==> config.mk <==
export PLATFORM = sky130hd
export DESIGN_NAME = tdm_demux_deser
export DESIGN_NICKNAME = d
export VERILOG_FILES = /design/src/rtl/mux_pkg.sv /design/src/rtl/slot_demux_reg.sv /design/src/rtl/tdm_demux_deser.sv
export SDC_FILE = /design/constraint.sdc
export NUM_CORES = 1
export LEC_CHECK = 0
export CAP_MARGIN = 20
export CORE_ASPECT_RATIO = 1.4
export CORE_UTILIZATION = 45
export CTS_BUF_LIST = sky130_fd_sc_hd__clkbuf_4 sky130_fd_sc_hd__clkbuf_8 sky130_fd_sc_hd__clkbuf_16
export CTS_CLUSTER_SIZE = 16
export DETAILED_ROUTE_END_ITERATION = 16
export GPL_TIMING_DRIVEN = 1
export HOLD_SLACK_MARGIN = 0.15
export PLACE_DENSITY = 0.76
export SETUP_SLACK_MARGIN = 0.4
export SYNTH_ARGS = -nofsm -noshare
export SYNTH_HDL_FRONTEND = slang
export SYNTH_SLANG_ARGS = --single-unit
==> constraint.sdc <==
create_clock -name clk -period 2.4 [get_ports clk]
set_input_delay 0.48 -clock clk [delete_from_list [all_inputs] [get_ports clk]]
set_output_delay 0.48 -clock clk [all_outputs]
set_load 0.03 [all_outputs]
==> src/rtl/mux_pkg.sv <==
// Shared types and sizing helpers for the TDM slot demux.
// Imported by the deserializer top and its shadow write decoder.
package mux_pkg;

  localparam int WIDTH_DEF = 8;

  function automatic int idx_w(input int w);
    return (w > 1) ? $clog2(w) : 1;
  endfunction

  typedef enum logic {
    ST_IDLE,
    ST_COLLECT
  } state_t;

endpackage

==> src/rtl/slot_demux_reg.sv <==
// Registered 1-to-WIDTH write decoder: one addressed shadow
// bit takes bit_in per enabled cycle, all others hold.
module slot_demux_reg
  import mux_pkg::*;
#(
  parameter int WIDTH = WIDTH_DEF,
  localparam int IDXW = idx_w(WIDTH)
) (
  input  logic             clk,
  input  logic             rst,
  input  logic             we,
  input  logic [IDXW-1:0]  idx,
  input  logic             bit_in,
  output logic [WIDTH-1:0] shadow
);

  logic [WIDTH-1:0] hit;

  always_comb begin
    hit = '0;
    for (int i = 0; i < WIDTH; i++) begin
      hit[i] = we && (idx == IDXW'(i));
    end
  end

  always_ff @(posedge clk or posedge rst) begin
    if (rst) begin
      shadow <= '0;
    end else begin
      for (int i = 0; i < WIDTH; i++) begin
        if (hit[i]) shadow[i] <= bit_in;
      end
    end
  end

endmodule

==> src/rtl/tdm_demux_deser.sv <==
// Framed serial-slot to parallel-word deserializer with
// premature-restart detection; slot i lands in data_out[i].
module tdm_demux_deser
  import mux_pkg::*;
#(
  parameter int WIDTH = WIDTH_DEF,
  localparam int IDXW = idx_w(WIDTH)
) (
  input  logic             clk,
  input  logic             rst,
  input  logic             frame_start,
  input  logic             bit_valid,
  input  logic             bit_in,
  output logic [WIDTH-1:0] data_out,
  output logic             data_valid,
  output logic [IDXW-1:0]  slot_idx,
  output logic             busy,
  output logic             frame_err
);

  localparam logic [IDXW-1:0] LAST = IDXW'(WIDTH - 1);
  localparam logic [IDXW-1:0] ONE  = IDXW'(1);

  state_t           state;
  logic [WIDTH-1:0] shadow;
  logic [WIDTH-1:0] word;
  logic             wr_en;
  logic [IDXW-1:0]  wr_idx;

  assign busy = (state == ST_COLLECT);

  // A frame_start bit always overwrites slot 0, even mid-frame.
  assign wr_en  = bit_valid & (frame_start | busy);
  assign wr_idx = frame_start ? '0 : slot_idx;

  always_comb begin
    word = shadow;
    word[WIDTH-1] = bit_in;
  end

  slot_demux_reg #(
    .WIDTH (WIDTH)
  ) u_shadow (
    .clk    (clk),
    .rst    (rst),
    .we     (wr_en),
    .idx    (wr_idx),
    .bit_in (bit_in),
    .shadow (shadow)
  );

  always_ff @(posedge clk or posedge rst) begin
    if (rst) begin
      state      <= ST_IDLE;
      slot_idx   <= '0;
      data_out   <= '0;
      data_valid <= 1'b0;
      frame_err  <= 1'b0;
    end else begin
      data_valid <= 1'b0;
      frame_err  <= 1'b0;
      if (bit_valid) begin
        unique case (state)
          ST_IDLE: begin
            if (frame_start) begin
              slot_idx <= ONE;
              state    <= ST_COLLECT;
            end
          end
          ST_COLLECT: begin
            if (frame_start) begin
              frame_err <= 1'b1;
              slot_idx  <= ONE;
            end else if (slot_idx == LAST) begin
              data_out   <= word;
              data_valid <= 1'b1;
              slot_idx   <= '0;
              state      <= ST_IDLE;
            end else begin
              slot_idx <= slot_idx + ONE;
            end
          end
          default: state <= ST_IDLE;
        endcase
      end
    end
  end

endmodule

==> flow_summary.json <==
{
  "die_w_um": 40.8,
  "final_cell_mix": "dfrtp_1, mux2_2, clkdlybuf4s50_1",
  "clk_pin_slew_ns": 0.12,
  "postCtsHoldBufs": 0,
  "grt_pass1_vias": 598,
  "p_int_mw": 0.659,
  "fmax_mhz": 518,
  "period_share": 0.805,
  "setup_viol": 0,
  "max_cap_violations": 0,
  "r2r_start": "slot_idx[0]",
  "cts.sinks": 21,
  "synth_compound_area_frac": 0.0608,
  "ys_seq_area_frac": 0.555,
  "ioPinCount": 19,
  "finalMaxSlewViolations": 0,
  "worstPathArrival_ns": 1.45,
  "rsz0062_at_grt": "false",
  "antennaDiodeCount": 0,
  "worst_slew_pin_slew_ns": 0.326,
  "gp_congestion": 0.696,
  "stdcell_count": 113,
  "holdCritPathClass": "input pin to async pin",
  "final_common_cell": "dfrtp_1",
  "syn_area_um2": 947,
  "die-area_um2": 2300,
  "grt_util_all_layers": 0.160,
  "reg2reg_depth": 4,
  "critPathMaxStageDelay_ns": 0.70,
  "path_buf_inv": 1,
  "synth_nets": 79,
  "wl_per_cell_um": 13.1,
  "path_cells": "clkdlybuf4s50_1",
  "synth_fa_ha_area_frac": 0.0264,
  "synthCells": 72,
  "start_kind": "flip-flop",
  "hold_slack_ns": 0.481,
  "cts_buffer_depth": 2,
  "start_util": 0.480,
  "grt_max_degree": 22,
  "root_buffer": "clkbuf_4",
  "grt_pass1_wl_um": 2530,
  "drtIter0Drc": 8,
  "post-route-util": 0.585,
  "via_count": 619,
  "fin_tns_setup_ns": 0,
  "switching_share": 0.326,
  "synth_top_family_by_area": "multiplexers",
  "finalNetCount": 100,
  "insertion_delay_ns": 0.31,
  "p_leak_nw": 0.552,
  "synthSimpleGateAreaFrac": 0.120,
  "cpMaxStageDelayCell": "clkdlybuf4s50_1",
  "pwr-share-clk": 0.170,
  "critPathRequiredTime_ns": 1.92,
  "worstSetupPathType": "flip-flop to output port",
  "postRouteAntennaNets": 0,
  "drc": 0,
  "synth_area_per_cell_um2": 13.2,
  "status": "complete, no violations",
  "synth_seq_cells": 21,
  "synth_mux_area_frac": 0.178,
  "dp_cells": 109,
  "r2r_end": "data_out[4]",
  "first_pass_iters": 2,
  "combPwrFrac": 0.318,
  "finalHoldViolations": 0,
  "ys_warn_count": 0,
  "peakVddDrop_mv": 0.528,
  "min_period_ns": 1.93,
  "p_per_area_nw_per_um2": 847,
  "avgViaCountPerCell": 5.48,
  "dieHeight_um": 56.3,
  "cts_inserted_buffers": 3,
  "seqPwrFrac": 0.512,
  "core_um2": 1970,
  "rrSetupSlack_ns": 0.62,
  "grt.overflow.total": 0,
  "ys_types": 23,
  "cp_max_fo": 6,
  "rows": 19,
  "critPathLaunch": "slot_idx[2]",
  "fin_ws_ns": 0.468,
  "synth_xor_area_frac": 0,
  "switchingPower_mw": 0.319,
  "htree_levels": 1,
  "skew_ns": 0.0121,
  "relSlewSlack": 0.782,
  "wl_um": 1480,
  "area_growth_pct": 21.9,
  "drive_gt1_frac": 0.272,
  "cp-end-kind": "output port",
  "dp_hpwl_um": 1070,
  "portBuffers": 18,
  "antenna_found_initial": 0,
  "cts_tree": "done",
  "crit_family": "buffers and inverters",
  "dp_slack_ns": 0.382
}
==> final cells by class <==
cell class	instances	area, um^2
tap	21	26.3
fill	171	818
clock buffer	3	22.5
clock inverter	1	5.00
multi-input combinational	42	365
sequential	21	526
timing repair buffer	20	191
inverter	5	18.8
==> metal layers <==
metal	GRT usage	vias to the layer above	part of all wire
li1	-	296	-
met2	0.247	13	0.51
met3	0.0237	5	0.028
met1	0.203	305	0.44
met4	0.0857	0	0.029
met5	0	-	0
==> synthesized netlist by cell type <==
cell type,n,area share
o22ai_1,2,0.013
mux2_2,15,0.18
nand4b_1,1,0.0092
nor4b_1,1,0.0092
a22o_2,1,0.011
nor3_1,1,0.0053
nand2_1,4,0.016
nor2_1,1,0.0040
o21a_1,1,0.0079
o21ai_0,2,0.011
o32a_1,1,0.011
buf_4,2,0.016
inv_1,5,0.020
nand3b_1,1,0.0079
nor3b_1,2,0.016
ha_1,2,0.026
and3_2,1,0.0079
nand4b_2,1,0.016
buf_6,2,0.024
nand3_1,3,0.016
o21bai_1,1,0.0079
dfrtp_1,21,0.55
and4bb_2,1,0.013
==> power by group through the flow <==
stage          Sequential [mW]  Clock, mW  Combinational, mW
3_5_place_dp             0.511          0              0.320
6_report                 0.501      0.166              0.311
3_3_place_gp             0.506          0              0.315
2_1_floorplan            0.568          0              0.149
5_1_grt                  0.516      0.184              0.340
4_1_cts                  0.502      0.172              0.316
==> state kept, by name (all words and copies together) (netlist names) <==
signal           count
busy                 1
data_out             8
data_valid           1
frame_err            1
slot_idx             3
u_shadow.shadow      7
==> kinds of logic (layout without fill, tap and decap cells) <==
| group | count (synthesis) | count (layout) |
|---|---|---|
| adder cells (fa/ha/maj) | 2 | 2 |
| flip-flops | 21 | 21 |
| AND/OR/NAND/NOR | 17 | 17 |
| buffers and inverters | 9 | 29 |
| multiplexers | 15 | 15 |
| AO/OA/AOI/OAI | 8 | 8 |
==> stage by stage <==
step	power, mW	cell area [um^2]
floorplan	0.717	947
global placement	0.821	1130
detailed placement	0.831	1130
CTS	0.989	1150
global route	1.04	1150
finish	0.978	1150
==> how the worst max path moves through the flow <==
stage                         end  depth (start not counted)
2_1_floorplan         data_out[0]                          4
3_3_place_gp   u_shadow.shadow[6]                          4
3_5_place_dp   u_shadow.shadow[5]                          4
4_1_cts               slot_idx[2]                          1
5_1_grt               slot_idx[2]                          1
6_report              slot_idx[2]                          1
==> repair_timing <==
action | 4_1_cts | 5_1_grt
setup endpoints to repair | 3 | 0
setup buffers | 0 | 0
gates resized for setup | 3 | 0
Note: power is estimated with default switching activity, not from simulation.
